### config.mk
export PLATFORM = sky130hd
export DESIGN_NAME = maxpool_scheduler
export DESIGN_NICKNAME = d
export VERILOG_FILES = /design/src/rtl/maxpool_scheduler.sv
export SDC_FILE = /design/constraint.sdc
export NUM_CORES = 1
export LEC_CHECK = 0
export ABC_AREA = 1
export ABC_CLOCK_PERIOD_IN_PS = 3800
export CAP_MARGIN = 25
export CORE_MARGIN = 2
export CORE_UTILIZATION = 53
export DETAILED_ROUTE_END_ITERATION = 16
export PLACE_DENSITY = 0.81
export SLEW_MARGIN = 5
export SYNTH_ARGS = -nofsm -noshare
export SYNTH_HDL_FRONTEND = slang
export SYNTH_SLANG_ARGS = --single-unit
### constraint.sdc
create_clock -name clk -period 3.8 [get_ports clk]
set_input_delay 0.95 -clock clk [delete_from_list [all_inputs] [get_ports clk]]
set_output_delay 0.95 -clock clk [all_outputs]
set_load 0.02 [all_outputs]
### src/rtl/maxpool_scheduler.sv
// rtl/maxpool_scheduler.sv - 2x2 stride-2 max-pool sequencer over a word-addressed SRAM pair
module maxpool_scheduler #(
    parameter int DATA_BITS = 32,
    parameter int D         = 32,
    parameter int H         = 46,
    parameter int W         = 46,
    parameter int ADDR_BITS = 17
) (
    input  logic                 clk,
    input  logic                 reset,
    input  logic                 start,
    output logic                 busy,
    output logic                 done,
    output logic                 rd_en,
    output logic [ADDR_BITS-1:0] rd_addr,
    input  logic [DATA_BITS-1:0] rd_data,
    output logic                 wr_en,
    output logic [ADDR_BITS-1:0] wr_addr,
    output logic [DATA_BITS-1:0] wr_data,
    input  logic                 wr_ready
);

    localparam int CB = (D > 1) ? $clog2(D) : 1;
    localparam int RB = (H > 2) ? $clog2(H) : 1;
    localparam int XB = (W > 2) ? $clog2(W) : 1;

    // Read offsets of the four window taps relative to the window's top-left word.
    localparam logic [ADDR_BITS-1:0] OFF_ROW  = ADDR_BITS'(W);
    localparam logic [ADDR_BITS-1:0] OFF_DIAG = ADDR_BITS'(W + 1);
    // Stepping to the next window: +2 within a row pair, +W+2 when x wraps
    // (this also covers the jump into the next channel plane).
    localparam logic [ADDR_BITS-1:0] STEP_X   = ADDR_BITS'(2);
    localparam logic [ADDR_BITS-1:0] STEP_ROW = ADDR_BITS'(W + 2);

    typedef enum logic [2:0] {
        S_IDLE, S_RD0, S_RD1, S_RD2, S_RD3, S_DRAIN, S_WRITE, S_DONE
    } state_t;

    state_t                 state_q, state_d;
    logic [CB-1:0]          c_q;
    logic [RB-1:0]          r_q;
    logic [XB-1:0]          x_q;
    logic [ADDR_BITS-1:0]   in_base_q;
    logic [ADDR_BITS-1:0]   out_addr_q;
    logic [DATA_BITS-1:0]   max_q;

    logic x_wrap, r_wrap, last_win, accept;

    assign x_wrap   = (x_q == XB'(W - 2));
    assign r_wrap   = (r_q == RB'(H - 2));
    assign last_win = x_wrap && r_wrap && (c_q == CB'(D - 1));
    assign accept   = (state_q == S_WRITE) && wr_ready;

    // State register; reset aborts any pass immediately.
    always_ff @(posedge clk or posedge reset) begin
        if (reset) state_q <= S_IDLE;
        else       state_q <= state_d;
    end

    // Next-state: fixed read/drain sequence, WRITE waits for the handshake.
    always_comb begin
        state_d = state_q;
        case (state_q)
            S_IDLE:  if (start) state_d = S_RD0;
            S_RD0:   state_d = S_RD1;
            S_RD1:   state_d = S_RD2;
            S_RD2:   state_d = S_RD3;
            S_RD3:   state_d = S_DRAIN;
            S_DRAIN: state_d = S_WRITE;
            S_WRITE: if (wr_ready) state_d = last_win ? S_DONE : S_RD0;
            S_DONE:  state_d = S_IDLE;
            default: state_d = S_IDLE;
        endcase
    end

    // Outputs decoded from state; read address is only driven during reads.
    always_comb begin
        busy    = (state_q != S_IDLE);
        done    = (state_q == S_DONE);
        rd_en   = 1'b0;
        rd_addr = '0;
        wr_en   = (state_q == S_WRITE);
        wr_addr = out_addr_q;
        wr_data = max_q;
        case (state_q)
            S_RD0: begin rd_en = 1'b1; rd_addr = in_base_q;              end
            S_RD1: begin rd_en = 1'b1; rd_addr = in_base_q + 1'b1;       end
            S_RD2: begin rd_en = 1'b1; rd_addr = in_base_q + OFF_ROW;    end
            S_RD3: begin rd_en = 1'b1; rd_addr = in_base_q + OFF_DIAG;   end
            default: ;
        endcase
    end

    // Datapath: running signed max, window counters and address bases.
    always_ff @(posedge clk or posedge reset) begin
        if (reset) begin
            c_q        <= '0;
            r_q        <= '0;
            x_q        <= '0;
            in_base_q  <= '0;
            out_addr_q <= '0;
            max_q      <= '0;
        end else begin
            case (state_q)
                // First tap arrives here; load it so negative windows pool correctly.
                S_RD1: max_q <= rd_data;
                S_RD2, S_RD3, S_DRAIN: begin
                    if ($signed(rd_data) > $signed(max_q)) max_q <= rd_data;
                end
                S_DONE: begin
                    c_q        <= '0;
                    r_q        <= '0;
                    x_q        <= '0;
                    in_base_q  <= '0;
                    out_addr_q <= '0;
                end
                default: ;
            endcase
            if (accept && !last_win) begin
                out_addr_q <= out_addr_q + 1'b1;
                if (x_wrap) begin
                    x_q       <= '0;
                    in_base_q <= in_base_q + STEP_ROW;
                    if (r_wrap) begin
                        r_q <= '0;
                        c_q <= c_q + 1'b1;
                    end else begin
                        r_q <= r_q + RB'(2);
                    end
                end else begin
                    x_q       <= x_q + XB'(2);
                    in_base_q <= in_base_q + STEP_X;
                end
            end
        end
    end

endmodule

==> out/qor.yml <==
detailed_routing:
  drt-initial-drc-count: 348
  wl_mm: 15.4
  vias: 5599
  wire_per_inst_um: 15.0
  vias_per_cell: 5.45
  route.detailed.drc: 0
  antenna_left: 0
  firstDrtPassIters: 5
yosys:
  synth-seq-cells: 84
  synthCells: 776
  synth_top_area_frac: 0.365
  synthesis.area_um2: 5760
  synth_edf_count: 0
  avgSynthCellArea_um2: 7.42
  ys_seq_area_frac: 0.365
  yosysMostFrequentCell: "nand2_1"
  syn_nets: 854
  yosysTopAreaCell: "dfrtp_1"
  synth_area_leaders: "dfrtp_1 (36%), nand2_1 (14%), ha_1 (9.1%)"
  synthArstFlopShare: 1.00
  synth_top_flop_cell: "dfrtp_1"
  netlist_top_cells_count: "nand2_1 (219), nand3_1 (93), inv_1 (90)"
  ys_types: 50
  yosys_warnings: 0
sta:
  tightest_slew_ns: 0.632
  fmax_mhz: 273
  setup_viol: 0
  slew_violations: 0
  period_minus_slack_ns: 3.66
  rsz0062_at_grt: "no"
  layout_setup_ws_ns: 0.140
  fin_crit_sh: 0.963
  fin_setup_tns_ns: 0
  skew_ns: 0.0102
  hold_violations: 0
  max_slew_margin: 0.577
critical_path:
  crit_arrival_ns: 2.71
  rr_endpoint: "wr_data[21]"
  ff2ff_setup_slack_ns: 1.45
  path_max_fanout: 13
  start_kind: "flip-flop"
  rr_worst_depth: 12
  crit_start: "state_q[1]"
  critPathKind: "flip-flop to output port"
  worstReg2RegStart: "wr_data[23]"
  crit_path_end_kind: "output port"
  critPathRequiredTime_ns: 2.85
die:
  die_w_um: 108
  num_rows: 38
  core_um2: 10700
  die-area_um2: 11700
  initial_utilization: 0.538
  num_io_pins: 106
  die_h_um: 108
pwr:
  seqPwrFrac: 0.302
  combPwrFrac: 0.566
  switching_power_uw: 2390
  sw_frac_of_total: 0.474
  vdd_ir_drop_max_v: 0.000418
  power_frac_clock: 0.132
  total_power_uw: 5040
  p_per_area_nw_per_um2: 701
  p_leak_uw: 0.00354
  internal_power_uw: 2650
min_path:
  holdPathEnd: "r_q[0]"
  min_from: "r_q[0]"
  worstHoldPathType: "flip-flop to flip-flop"
  holdPathStages: 2
layout:
  layout.nets: 960
  multi_input_area_um2: 3140
  fill_cells: 923
  seqCellArea_um2: 2100
  stdcell_count: 1027
  drive_above_1_share: 0.0846
  area_delta_synth_final_pct: 24.9
  post-route-util: 0.672
  antenna_cells: 0
global_route:
  grt.overflow.total: 0
  antenna_found_initial: 0
  grt_pass1_wl_mm: 25.4
  grt_start_max_net_pins: 53
  track_usage: 0.274
  grt_pass1_vias: 5317
cts:
  holdBufCountCts: 0
  cts_tree: "built"
  numClockSinks: 84
  cts_buffer_depth: 2
  htree_levels: 3
  post_cts_buffers: 0
  numCtsBuffers: 9
  ctsRootBufferMaster: "clkbuf_8"
  clkTransAtPathRegs_ns: 0.09
  clkLatencyLatePin_ns: 0.37
place:
  routabilityCongestion: 0.914
  place_hpwl_mm: 11.6
  pre_cts_slack_ns: 0.304
  place_inst: 1010
  port_buffers: 105
job:
  cap_violations: 0
outcome:
  status: "completed"
## flip-flops by register name, indices dropped and copies added (netlist names)
register   flops
wr_data       32
wr_addr       17
in_base_q     16
r_q            6
c_q            5
x_q            5
state_q        3
## worst max-delay path, stage by stage (launching register included)
cell and delay, ns:
dfrtp_1 0.51, inv_2 0.15, nand2_2 0.15, nor2_4 0.07, nor2_1 0.35, inv_2 0.23, nand3_1 0.14, o211ai_1 0.13
clkdlybuf4s50_1 0.60
## worst max-delay path by stage
stage	to	slack [ns]
final	rd_addr[6]	0.14
after global routing	rd_addr[8]	0.03
after CTS	rd_addr[10]	0.03
after detailed placement	rd_addr[3]	0.30
after global placement	rd_addr[3]	0.29
after floorplan	c_q[0]	0.68
## final cells by class
cell class,instances,share of cell area
clock buffers,9,0.0172
flip-flops and latches,84,0.293
repair buffers,115,0.163
clock inverters,7,0.0106
multi-input cells,567,0.437
well taps,140,0.0244
inverters,105,0.0557
## cell families after synthesis
family | Yosys count | synth area share
compound gates | 109 | 0.115
fa+ha+maj | 42 | 0.0912
buf+inv | 125 | 0.0910
mux | 1 | 0.00174
flops | 84 | 0.365
simple gates | 398 | 0.310
xor+xnor | 17 | 0.0259
## what timing repair did
item | in CTS | in global routing
setup endpoints to repair | 5 | 9
resized for setup | 3 | 10
gates cloned | 0 | 0
## power by group through the flow
| stage | Clock, uW | Sequential (uW) | Combinational (uW) |
|---|---|---|---|
| floorplan | 0 | 1710 | 1600 |
| global placement | 0 | 1500 | 2740 |
| detailed placement | 0 | 1530 | 2820 |
| CTS | 673 | 1510 | 2830 |
| global route | 720 | 1560 | 3160 |
| finish | 667 | 1520 | 2850 |
## metrics by stage
step           hold slack [ns]  area, um^2
3_3_place_gp             0.462        6940
5_1_grt                  0.518        7190
6_report                 0.487        7190
3_5_place_dp             0.467        6940
2_1_floorplan            0.438        5760
4_1_cts                  0.489        7140
## cells in the final DEF (no fill, tap or decap), types with 3 or more instances in the layout
cell               n
nor2_2             4
o211ai_1           7
nor2_1            41
dlymetal6s2s_1     5
o22ai_1            3
inv_1             87
nor3_1             8
buf_4              8
nand4_1            7
o21ai_0           41
o21ai_1            6
ha_1              42
inv_2             14
nand3_1           93
xor2_1            12
nand2_2            7
dfrtp_1           82
o21a_1             4
clkdlybuf4s50_1   99
clkinv_2           3
xnor2_1            5
nand2_1          219
a21oi_1           27
clkbuf_8           9
nor3_2             3
nand3_2            3
o221ai_1           7
nor2_4             5
## layer usage
layer | global-route usage | up-vias | routed length (um)
met5 | 0 | - | 0
met4 | 0.0788 | 0 | 309
met3 | 0.0518 | 27 | 788
met2 | 0.455 | 178 | 7370
met1 | 0.368 | 2625 | 6970
li1 | - | 2769 | -
(Power assumes the default switching activity.)
